===== config.mk =====
export PLATFORM = sky130hd
export DESIGN_NAME = alu_share_seq_flat
export DESIGN_NICKNAME = d
export VERILOG_FILES = /design/src/rtl/alu_share_seq_pkg.sv /design/src/rtl/alu_share_seq_if.sv /design/src/rtl/alu_share_seq_rr_arb2.sv /design/src/rtl/alu_share_seq.sv /design/src/flat_wrapper.sv
export SDC_FILE = /design/constraint.sdc
export NUM_CORES = 1
export LEC_CHECK = 0
export CAP_MARGIN = 25
export CORE_UTILIZATION = 35
export CTS_CLUSTER_SIZE = 40
export DETAILED_ROUTE_END_ITERATION = 7
export PLACE_DENSITY = 0.66
export SYNTH_ARGS = -nofsm -noshare
export SYNTH_HDL_FRONTEND = slang
export SYNTH_SLANG_ARGS = --single-unit

===== constraint.sdc =====
create_clock -name clk -period 2.9 [get_ports clk]
set_clock_uncertainty 0.1 [all_clocks]
set_input_delay 0.29 -clock clk [delete_from_list [all_inputs] [get_ports clk]]
set_output_delay 0.29 -clock clk [all_outputs]
set_load 0.01 [all_outputs]

===== src/rtl/alu_share_seq_pkg.sv =====
// Shared types and constants for the byte-sliced shared ALU sequencer.
package alu_share_seq_pkg;

    localparam int OPER_W    = 3;
    localparam int DW_DEF    = 8;
    localparam int NPASS_DEF = 2;

    typedef enum logic [1:0] {
        IDLE = 2'd0,
        EXEC = 2'd1,
        RESP = 2'd2
    } state_t;

    function automatic int cnt_w(input int n);
        return (n > 1) ? $clog2(n) : 1;
    endfunction

endpackage


===== src/rtl/alu_share_seq_if.sv =====
// Requester, ALU and response bundle of the shared ALU sequencer.
interface alu_share_seq_if #(
    parameter int DW    = 8,
    parameter int NPASS = 2
);
    localparam int W = DW * NPASS;

    logic         req0_valid;
    logic         req0_ready;
    logic [2:0]   req0_oper;
    logic [W-1:0] req0_a;
    logic [W-1:0] req0_b;
    logic         req0_cin;

    logic         req1_valid;
    logic         req1_ready;
    logic [2:0]   req1_oper;
    logic [W-1:0] req1_a;
    logic [W-1:0] req1_b;
    logic         req1_cin;

    logic [2:0]    alu_oper;
    logic [DW-1:0] alu_a;
    logic [DW-1:0] alu_b;
    logic          alu_cin;
    logic [DW-1:0] alu_sum;
    logic          alu_cout;

    logic         rsp_valid;
    logic         rsp_ready;
    logic         rsp_id;
    logic [W-1:0] rsp_sum;
    logic         rsp_cout;

    modport slave (
        input  req0_valid, req0_oper, req0_a, req0_b, req0_cin,
        output req0_ready,
        input  req1_valid, req1_oper, req1_a, req1_b, req1_cin,
        output req1_ready,
        output alu_oper, alu_a, alu_b, alu_cin,
        input  alu_sum, alu_cout,
        output rsp_valid, rsp_id, rsp_sum, rsp_cout,
        input  rsp_ready
    );

    modport master (
        output req0_valid, req0_oper, req0_a, req0_b, req0_cin,
        input  req0_ready,
        output req1_valid, req1_oper, req1_a, req1_b, req1_cin,
        input  req1_ready,
        input  alu_oper, alu_a, alu_b, alu_cin,
        output alu_sum, alu_cout,
        input  rsp_valid, rsp_id, rsp_sum, rsp_cout,
        output rsp_ready
    );

endinterface


===== src/rtl/alu_share_seq_rr_arb2.sv =====
// Two-way round-robin arbiter; a tie goes to the requester not granted last.
module rr_arb2 (
    input  logic [1:0] valid,
    input  logic       en,
    input  logic       last,
    output logic [1:0] gnt,
    output logic       last_nxt
);

    always_comb begin
        gnt      = 2'b00;
        last_nxt = last;
        if (en) begin
            unique case (1'b1)
                (valid == 2'b11): begin
                    gnt      = last ? 2'b01 : 2'b10;
                    last_nxt = ~last;
                end
                (valid == 2'b01): begin
                    gnt      = 2'b01;
                    last_nxt = 1'b0;
                end
                (valid == 2'b10): begin
                    gnt      = 2'b10;
                    last_nxt = 1'b1;
                end
                default: ;
            endcase
        end
    end

endmodule


===== src/rtl/alu_share_seq.sv =====
// Shares one DW-bit ALU between two requesters, running W-bit ops as chained passes.
module alu_share_seq
    import alu_share_seq_pkg::*;
#(
    parameter int DW    = DW_DEF,
    parameter int NPASS = NPASS_DEF
) (
    input logic            clk,
    input logic            rst,
    alu_share_seq_if.slave bus
);

    localparam int W  = DW * NPASS;
    localparam int KW = cnt_w(NPASS);
    localparam logic [KW-1:0] K_LAST = KW'(NPASS - 1);

    state_t              state;
    logic                last_grant;
    logic                last_nxt;
    logic [1:0]          gnt;
    logic                arb_en;
    logic [OPER_W-1:0]   oper_q;
    logic [W-1:0]        a_q;
    logic [W-1:0]        b_q;
    logic [W-1:0]        res_q;
    logic [W-1:0]        res_nxt;
    logic                cin_q;
    logic                carry_q;
    logic                id_q;
    logic [KW-1:0]       k;

    // Ready is combinational but must stay low while reset is held.
    assign arb_en = (state == IDLE) && !rst;

    rr_arb2 u_arb (
        .valid    ({bus.req1_valid, bus.req0_valid}),
        .en       (arb_en),
        .last     (last_grant),
        .gnt      (gnt),
        .last_nxt (last_nxt)
    );

    assign bus.req0_ready = gnt[0];
    assign bus.req1_ready = gnt[1];

    always_comb begin
        bus.alu_oper = '0;
        bus.alu_a    = '0;
        bus.alu_b    = '0;
        bus.alu_cin  = 1'b0;
        res_nxt      = res_q;
        if (state == EXEC) begin
            bus.alu_oper = oper_q;
            bus.alu_a    = a_q[k*DW +: DW];
            bus.alu_b    = b_q[k*DW +: DW];
            bus.alu_cin  = (k == '0) ? cin_q : carry_q;
            res_nxt[k*DW +: DW] = bus.alu_sum;
        end
    end

    always_ff @(posedge clk or posedge rst) begin
        if (rst) begin
            state         <= IDLE;
            last_grant    <= 1'b1;
            oper_q        <= '0;
            a_q           <= '0;
            b_q           <= '0;
            res_q         <= '0;
            cin_q         <= 1'b0;
            carry_q       <= 1'b0;
            id_q          <= 1'b0;
            k             <= '0;
            bus.rsp_valid <= 1'b0;
            bus.rsp_id    <= 1'b0;
            bus.rsp_sum   <= '0;
            bus.rsp_cout  <= 1'b0;
        end else begin
            unique case (state)
                IDLE: begin
                    if (|gnt) begin
                        oper_q     <= gnt[1] ? bus.req1_oper : bus.req0_oper;
                        a_q        <= gnt[1] ? bus.req1_a    : bus.req0_a;
                        b_q        <= gnt[1] ? bus.req1_b    : bus.req0_b;
                        cin_q      <= gnt[1] ? bus.req1_cin  : bus.req0_cin;
                        id_q       <= gnt[1];
                        last_grant <= last_nxt;
                        k          <= '0;
                        state      <= EXEC;
                    end
                end
                EXEC: begin
                    res_q   <= res_nxt;
                    carry_q <= bus.alu_cout;
                    if (k == K_LAST) begin
                        k             <= '0;
                        state         <= RESP;
                        bus.rsp_valid <= 1'b1;
                        bus.rsp_sum   <= res_nxt;
                        bus.rsp_cout  <= bus.alu_cout;
                        bus.rsp_id    <= id_q;
                    end else begin
                        k <= k + KW'(1);
                    end
                end
                RESP: begin
                    if (bus.rsp_ready) begin
                        bus.rsp_valid <= 1'b0;
                        state         <= IDLE;
                    end
                end
                default: state <= IDLE;
            endcase
        end
    end

endmodule


===== src/flat_wrapper.sv =====
// flat-port wrapper written by rule: the top's interface ports become plain ports
module alu_share_seq_flat import alu_share_seq_pkg::*;
#(
    parameter int DW    = DW_DEF,
    parameter int NPASS = NPASS_DEF
)
  (clk, rst, bus_req0_valid, bus_req0_oper, bus_req0_a, bus_req0_b, bus_req0_cin, bus_req0_ready, bus_req1_valid, bus_req1_oper, bus_req1_a, bus_req1_b, bus_req1_cin, bus_req1_ready, bus_alu_oper, bus_alu_a, bus_alu_b, bus_alu_cin, bus_alu_sum, bus_alu_cout, bus_rsp_valid, bus_rsp_id, bus_rsp_sum, bus_rsp_cout, bus_rsp_ready);
  alu_share_seq_if #(.DW(DW), .NPASS(NPASS)) bus_i ();
  input logic clk;
  input logic rst;
  input wire logic [$bits(bus_i.req0_valid)-1:0] bus_req0_valid;
  input wire logic [$bits(bus_i.req0_oper)-1:0] bus_req0_oper;
  input wire logic [$bits(bus_i.req0_a)-1:0] bus_req0_a;
  input wire logic [$bits(bus_i.req0_b)-1:0] bus_req0_b;
  input wire logic [$bits(bus_i.req0_cin)-1:0] bus_req0_cin;
  output wire logic [$bits(bus_i.req0_ready)-1:0] bus_req0_ready;
  input wire logic [$bits(bus_i.req1_valid)-1:0] bus_req1_valid;
  input wire logic [$bits(bus_i.req1_oper)-1:0] bus_req1_oper;
  input wire logic [$bits(bus_i.req1_a)-1:0] bus_req1_a;
  input wire logic [$bits(bus_i.req1_b)-1:0] bus_req1_b;
  input wire logic [$bits(bus_i.req1_cin)-1:0] bus_req1_cin;
  output wire logic [$bits(bus_i.req1_ready)-1:0] bus_req1_ready;
  output wire logic [$bits(bus_i.alu_oper)-1:0] bus_alu_oper;
  output wire logic [$bits(bus_i.alu_a)-1:0] bus_alu_a;
  output wire logic [$bits(bus_i.alu_b)-1:0] bus_alu_b;
  output wire logic [$bits(bus_i.alu_cin)-1:0] bus_alu_cin;
  input wire logic [$bits(bus_i.alu_sum)-1:0] bus_alu_sum;
  input wire logic [$bits(bus_i.alu_cout)-1:0] bus_alu_cout;
  output wire logic [$bits(bus_i.rsp_valid)-1:0] bus_rsp_valid;
  output wire logic [$bits(bus_i.rsp_id)-1:0] bus_rsp_id;
  output wire logic [$bits(bus_i.rsp_sum)-1:0] bus_rsp_sum;
  output wire logic [$bits(bus_i.rsp_cout)-1:0] bus_rsp_cout;
  input wire logic [$bits(bus_i.rsp_ready)-1:0] bus_rsp_ready;
  assign bus_i.req0_valid = bus_req0_valid;
  assign bus_i.req0_oper = bus_req0_oper;
  assign bus_i.req0_a = bus_req0_a;
  assign bus_i.req0_b = bus_req0_b;
  assign bus_i.req0_cin = bus_req0_cin;
  assign bus_req0_ready = bus_i.req0_ready;
  assign bus_i.req1_valid = bus_req1_valid;
  assign bus_i.req1_oper = bus_req1_oper;
  assign bus_i.req1_a = bus_req1_a;
  assign bus_i.req1_b = bus_req1_b;
  assign bus_i.req1_cin = bus_req1_cin;
  assign bus_req1_ready = bus_i.req1_ready;
  assign bus_alu_oper = bus_i.alu_oper;
  assign bus_alu_a = bus_i.alu_a;
  assign bus_alu_b = bus_i.alu_b;
  assign bus_alu_cin = bus_i.alu_cin;
  assign bus_i.alu_sum = bus_alu_sum;
  assign bus_i.alu_cout = bus_alu_cout;
  assign bus_rsp_valid = bus_i.rsp_valid;
  assign bus_rsp_id = bus_i.rsp_id;
  assign bus_rsp_sum = bus_i.rsp_sum;
  assign bus_rsp_cout = bus_i.rsp_cout;
  assign bus_i.rsp_ready = bus_rsp_ready;
  alu_share_seq #(.DW(DW), .NPASS(NPASS)) u_core (.clk(clk), .rst(rst), .bus(bus_i));
endmodule

# Yosys cells after proc, flatten, opt, wreduce, memory -nomap -nowiden
# Cells that the tools add are included.
[word_totals] inputBits=86 rom_bits=0 latch_bits=0 out_inout_bits=41 n_memories=0 ff_bits=77 mem_bits_rw=0
[classes] n_addsub=2 reduce_logical=13 div_mod_pow=0 n_lt_le_gt_ge=0 bitwise_logic=1 mul=0 eq_ne=8 shifts=4 muxes=24
[op_table] cell="$neg A4 Y34" count=1
[op_table] cell="$shift A8 B34 Y16 const A" count=1
[op_table] cell="$shiftx A8 B34 Y16" count=1
[op_table] cell="$mux W16" count=2
[op_table] cell="$shiftx A16 B5 Y8" count=2
[op_table] cell="$bwmux W16" count=1
[op_table] cell="$mux W8" count=2
[op_table] cell="$pmux W2 S3" count=2
[op_table] cell="$mux W2" count=5
[op_table] cell="$mux W1" count=7
[op_table] cell="$eq A2 B2 Y1 const B" count=3
[op_table] cell="$mux W3" count=2
[op_table] cell="$reduce_and A2 Y1" count=3
[op_table] cell="$reduce_and A3 Y1" count=2
[op_table] cell="$eq A2 B1 Y1 const B" count=2
[op_table] cell="$ne A2 B2 Y1 const B" count=2
[op_table] cell="$pmux W1 S2" count=2
[op_table] cell="$reduce_and A4 Y1" count=1
[op_table] cell="$reduce_bool A2 Y1" count=2
[op_table] cell="$pmux W1 S3" count=1
[op_table] cell="$reduce_bool A3 Y1" count=1
[op_table] cell="$logic_not A2 Y1" count=1
[op_table] cell="$ne A2 B1 Y1 const B" count=1
[op_table] cell="$reduce_or A2 Y1" count=1
[op_table] cell="other kinds (4)" count=4

# Longest topological paths before layout
# Gate-level depths: netlist of run 1.
[depth] depth_word=6 depth_mapped=7

# Modules after synthesis
# From an unflattened synthesis of run 1, not the netlist that was laid out.
[unflattened] hier_cells=248 hier_area_um2=3475.8
[by_module_without_submodules] mod="alu_share_seq" area_per_inst_um2=3439.5 cells_each=241 instances=1
[by_module_without_submodules] mod="rr_arb2" area_per_inst_um2=36.3 cells_each=7 instances=1

# Worst setup path before layout of run 1
# Ideal clock, no wire load.
[synth_path] path_kind="reg-to-output" start="register u_core.state[1]" end="output port bus_req0_ready" arrival_ns=1.287 stages_incl_launch_ff=6 path_slack_ns=1.223 required_time_ns=2.510 path_cell_list="dfrtp_1 > nor3_1 > o21ai_1 > clkbuf_1 > buf_2 > a21oi_1"
[synth_between] elab_chain_cells=3
[synth_rtl] item="start: declaration" line_no="alu_share_seq.sv:17" source="state_t state;"
[synth_rtl] item="start signal: assignment" line_no="alu_share_seq.sv:63" source="state <= IDLE;"
[synth_rtl] item="start signal: assignment" line_no="alu_share_seq.sv:88" source="state <= EXEC;"
[synth_rtl] item="start signal: assignment" line_no="alu_share_seq.sv:96" source="state <= RESP;"
[synth_rtl] item="$logic_not A2 Y1" line_no="alu_share_seq.sv:33" source="assign arb_en = (state == IDLE) && !rst;"
[synth_rtl] item="$logic_and A1 B1 Y1" line_no="alu_share_seq.sv:33"
[synth_rtl] item="$mux W2" line_no="alu_share_seq_rr_arb2.sv:13" source="if (en) begin"
[synth_rtl] item="end: declaration" line_no="flat_wrapper.sv:16" source="output wire logic [$bits(bus_i.req0_ready)-1:0] bus_req0_ready;"
# Every way passes these cells.

# Worst setup path in the final report of run 1
[layout_path] start="register u_core.k" end="output port bus_alu_a[2]"
[layout_between] elab_chain_cells=2
[layout_rtl] item="start: declaration" line_no="alu_share_seq.sv:30" source="logic [KW-1:0] k;"
[layout_rtl] item="start signal: assignment" line_no="alu_share_seq.sv:102" source="k <= k + KW'(1);"
[layout_rtl] item="$shiftx A16 B5 Y8" line_no="alu_share_seq.sv:54" source="bus.alu_a = a_q[k*DW +: DW];"
[layout_rtl] item="$mux W8" line_no="alu_share_seq.sv:52" source="if (state == EXEC) begin"
[layout_rtl] item="end: declaration" line_no="flat_wrapper.sv:24" source="output wire logic [$bits(bus_i.alu_a)-1:0] bus_alu_a;"
# Every way passes these cells.

==> results of run 1 <==
==> worst reg2reg max path, stage by stage (launching register included) <==
cell and delay, ns:
sky130_fd_sc_hd__dfrtp_1 0.62, sky130_fd_sc_hd__buf_4 0.36, sky130_fd_sc_hd__and2_1 0.59, sky130_fd_sc_hd__nand2_1 0.13, sky130_fd_sc_hd__nand2_1 0.08
==> stage by stage <==
step	total power [mW]	setup WS, ns	util
after floorplan	2.701	0.7718	-
after detailed placement	3.547	0.4109	0.5204
after CTS	4.433	0.3211	0.5458
after global routing	4.706	0.2594	0.5458
final	4.379	0.3864	0.5458
after global placement	3.498	0.4718	0.5204
==> path summary, 6_finish.rpt <==
kind / from / endpoint / slack (ns) / cells after the start
worst max-delay path: u_core.k / bus_alu_a[2] / 0.39 / 4
worst min-delay path: rst / u_core.bus.rsp_id / 0.30 / 2
worst max register to register: u_core.k / u_core.bus.rsp_sum[1] / 0.96 / 4
worst min register to register: u_core.res_q[6] / u_core.bus.rsp_sum[6] / 0.37 / 2
max in group asynchronous: rst / u_core.last_grant / 1.72 / 3
min in group clk: u_core.res_q[6] / u_core.bus.rsp_sum[6] / 0.37 / 2
==> state kept, by name (all words and copies together) (netlist names) <==
register              cells
u_core.b_q               16
u_core.bus.rsp_cout       1
u_core.res_q              8
u_core.bus.rsp_id         1
u_core.last_grant         1
u_core.a_q               16
u_core.cin_q              1
u_core.state              2
u_core.k                  1
u_core.bus.rsp_valid      1
u_core.carry_q            1
u_core.bus.rsp_sum       16
u_core.oper_q             3
u_core.id_q               1
==> power by group through the flow <==
stage                     Clock (mW)  Sequential (mW)  Combinational [mW]
final                          0.872             1.68                1.83
after global routing           0.938             1.74                2.02
after CTS                      0.893             1.68                1.86
after detailed placement           0             1.70                1.85
after global placement             0             1.68                1.82
after floorplan                    0             1.68                1.02
==> layout make-up <==
| type | count | area [um2] |
|---|---|---|
| clock buffers | 12 | 155.1 |
| clock inverters | 4 | 70.07 |
| fillers | 811 | 4019 |
| inverters | 6 | 22.52 |
| multi-input cells | 242 | 1370 |
| flip-flops and latches | 69 | 1728 |
| well taps | 108 | 135.1 |
| repair buffers | 136 | 1349 |
==> cell families (layout without fill, tap and decap cells) <==
family,count (synthesis),after routing
adder cells (fa/ha/maj),3,3
buffers and inverters,29,158
flip-flops,69,69
AO/OA/AOI/OAI,87,87
multiplexers,25,25
AND/OR/NAND/NOR,127,127
==> cell usage in the layout, fill, tap and decap left out, drive strengths merged <==
master | Yosys | layout
o21ai | 43 | 43
or2 | 1 | 1
inv | 6 | 6
clkbuf | 6 | 12
o21a | 1 | 1
a21oi | 3 | 3
bufinv | 0 | 2
clkinv | 0 | 2
nor2b | 1 | 1
a22oi | 36 | 36
and2 | 5 | 5
nand3b | 1 | 1
a2111oi | 1 | 1
nand2b | 3 | 3
dfstp | 1 | 1
buf | 17 | 10
a21o | 1 | 1
o211ai | 1 | 1
mux2 | 8 | 8
clkdlybuf4s50 | 0 | 126
mux2i | 17 | 17
nand2 | 95 | 95
dfrtp | 68 | 68
and2b | 1 | 1
nor2 | 19 | 19
ha | 3 | 3
a211o | 1 | 1
nor3 | 1 | 1
==> Yosys cell counts <==
library cell and n:
sky130_fd_sc_hd__a22oi_1 36, sky130_fd_sc_hd__a21o_1 1, sky130_fd_sc_hd__nand2b_1 3, sky130_fd_sc_hd__buf_6 3, sky130_fd_sc_hd__and2_1 5, sky130_fd_sc_hd__clkbuf_1 6, sky130_fd_sc_hd__dfrtp_1 68, sky130_fd_sc_hd__o21ai_0 11
sky130_fd_sc_hd__nand3b_1 1, sky130_fd_sc_hd__buf_2 14, sky130_fd_sc_hd__ha_1 3, sky130_fd_sc_hd__mux2i_1 17, sky130_fd_sc_hd__o21a_1 1, sky130_fd_sc_hd__a21oi_1 2, sky130_fd_sc_hd__nor2_2 1, sky130_fd_sc_hd__o21ai_1 31
sky130_fd_sc_hd__nor2b_1 1, sky130_fd_sc_hd__nand2_1 95, sky130_fd_sc_hd__a21oi_4 1, sky130_fd_sc_hd__nor3_1 1, sky130_fd_sc_hd__and2b_1 1, sky130_fd_sc_hd__a211o_1 1, sky130_fd_sc_hd__nor2_1 18, sky130_fd_sc_hd__o211ai_1 1
sky130_fd_sc_hd__a2111oi_0 1, sky130_fd_sc_hd__or2_1 1, sky130_fd_sc_hd__dfstp_2 1, sky130_fd_sc_hd__mux2_2 8, sky130_fd_sc_hd__o21ai_2 1, sky130_fd_sc_hd__inv_1 6
==> routing by layer <==
layer,GRT usage,vias to the layer above,share of wire
li1,-,1405,-
met1,0.2174,1337,0.43
met2,0.3050,99,0.48
met3,0.05297,10,0.071
met4,0.05396,0,0.013
met5,0,-,0
==> impl_summary.md, run 1 <==
Run status
The run finished, with violations left. The final reports fail on design-rule violations.

Setup path
For this design, the slowest cell found on the critical path is sky130_fd_sc_hd__dfrtp_1. The critical path buffer and inverter count is 2. Along the worst path, the maximum fanout reaches 16. The cell family with the largest share of critical-path delay is buffers and inverters. Traced cell by cell, the critical path runs through buf_4, mux2i_1, nor2_1, clkdlybuf4s50_1. The required time at the endpoint of the critical path is 2.51 ns. The type of origin of the critical path is a flip-flop. The sort of element at the end of the critical path is a primary output. The worst setup path is of the flip-flop to primary output kind. At the worst endpoint, the arrival time is 2.12 ns. In this design, the stage delay of the slowest critical-path cell is just over 0.6 ns.

Timing
The number of setup violations in the final report is 0. The number of max-slew violations in the final report is 0. Hold timing on the final database bottoms out at a slack of 0.2960 ns.

The measured slew at the worst slew-check pin is 0.6359 ns. Setup repair after global routing left no endpoint under its margin. The worst path in the final design needs a cycle of 2.514 ns, including I/O delays and setup. The worst slew slack as a fraction of its limit is 0.5761.

The number of hold-slack violations in the final timing report is 0. The maximum achievable frequency is 397.8 MHz. The portion of the clock cycle consumed by the worst path in the final layout is 0.8668. In the final timing run, aggregate negative setup slack is 0 ns.

Synth
The count of yosys warnings during synthesis is 0. The post-synthesis average cell area is between 9 and 10 um2. Of the total synthesized cell area, the portion taken by XOR and XNOR cells is 0. Of the post-synthesis cell area, the dominant cell type holds 0.5247. The cell type contributing the most total cell area after synthesis is sky130_fd_sc_hd__dfrtp_1.

The adder-cell share of the synthesized area is 0.01157. After synthesis, the netlist uses 30 different library cells. The number of instances in the synthesized netlist is 340. The post-synthesis simple-gate area fraction is 0.1582.

The largest family of logic cells by synthesized area is compound AO/OA/AOI/OAI gates. Of the synthesized area, sequential elements account for 0.5328. Counting every net in the synthesized netlist gives 429. The complex-gate fraction of the synthesized area is 0.1713. In this run the cell area of the synthesized design comes to roughly 3200 um2. The synthesized design contains 69 register bits. In the post-synthesis netlist, the biggest area contributors are sky130_fd_sc_hd__dfrtp_1, sky130_fd_sc_hd__nand2_1, sky130_fd_sc_hd__a22oi_1, sky130_fd_sc_hd__mux2i_1, sky130_fd_sc_hd__o21ai_1. Of the post-synthesis cell area, the part taken by muxes is 0.08025.

Job
The max-capacitance violation count is 0.

Drt
The detailed router's first-iteration violation count is about 110. The per-cell via count in the routed design is between 4 and 5. The routed layout has 2851 vias. The routed wire length per instance is 14.30 um. Summed over all layers, the routed wires come to about 8200 um. The number of iterations in the first detailed-routing pass is 6. The count of antenna-violating nets left after detailed routing is 0. The number of remaining DRC errors is 6.

Place
Routability-driven placement finished with a final weighted congestion of just over 0.7. The count of input and output buffers is 126. After detailed placement, the design holds a cell count of 561. Once placement finished, the instance area stood at approximately 4600 um2.

Once detailed placement completed, the half-perimeter wirelength came to 6000 um.

Clocking
The total number of H-tree levels is 3. TritonCTS built the clock tree. Once the clock tree was built, the setup fixing pass inserted 0 buffers. The register clock-pin slew on the reported worst setup and hold paths is around 0.07 ns. The clock net in this run drives a total of 69 sinks. The root buffer cell is sky130_fd_sc_hd__clkbuf_8.

The clock latency on the worst-skew pair is 0.33 ns. The longest clock path from root to sink contains 2 buffers. In this run, CTS created clock tree buffers numbering 9. The total of cells resized after clock tree synthesis is 0.

The number of buffers inserted for hold repair after clock tree synthesis is 0.

Power
The largest vdd supply drop is roughly 0.38 mV. For this design the ratio of total power to cell area is ~910 nW/um2. The internal portion of the total power is approximately 2.9 mW. The net switching power is 1.478 mW.

Of the total power, the clock network draws 0.199. Of the total power, the share spent switching nets is 0.3374. The sequential fraction of design power is 0.383. Summed over all cells, the static leakage comes to 2.136 nW.

The combinational share of power is 0.418.

Finish
The growth of design area from synthesis to finish is 48.92%. The ratio of cells with drive above 1 in the final layout is 0.08316. The final cell count without fillers is 577.

The final standard cell area without fillers is around 4800 um2. For this run, the post-layout net count is about 550. The antenna diode count is 0.

Global routing
The first global-routing pass estimated 13630 um of wire. The total congestion overflow after global routing is 0. Entering global routing, the biggest net connects 42 pins.

The overall routing resource usage is 0.1784. The via count of the first global-routing pass is 2873. The initial antenna violation count is 0.

Floorplanning
The area of the die is 9655 um2. In this run the core area contains 34 standard-cell rows. In this run the standard cell core region covers 8848 um2. The die is 98.26 um tall. In this run the horizontal extent of the chip is 98.26 um. 127 I/O pins were placed. The initial standard-cell utilization of the core is 0.3665.

Worst hold path
The min-delay analysis places its worst path in the category primary input to asynchronous set/reset pin.
(Power assumes the default switching activity.)
==> run 2: changes to the inputs <==
--- a/config.mk
+++ b/config.mk
@@ -5,11 +5,14 @@
 export SDC_FILE = /design/constraint.sdc
 export NUM_CORES = 1
 export LEC_CHECK = 0
+export ABC_CLOCK_PERIOD_IN_PS = 2900
 export CAP_MARGIN = 25
 export CORE_UTILIZATION = 35
 export CTS_CLUSTER_SIZE = 40
 export DETAILED_ROUTE_END_ITERATION = 7
 export PLACE_DENSITY = 0.66
+export SKIP_CTS_REPAIR_TIMING = 1
+export SLEW_MARGIN = 20
 export SYNTH_ARGS = -nofsm -noshare
 export SYNTH_HDL_FRONTEND = slang
 export SYNTH_SLANG_ARGS = --single-unit
==> results of run 2 <==
No change in the layout: final DEF, timing and power equal those of run 1.
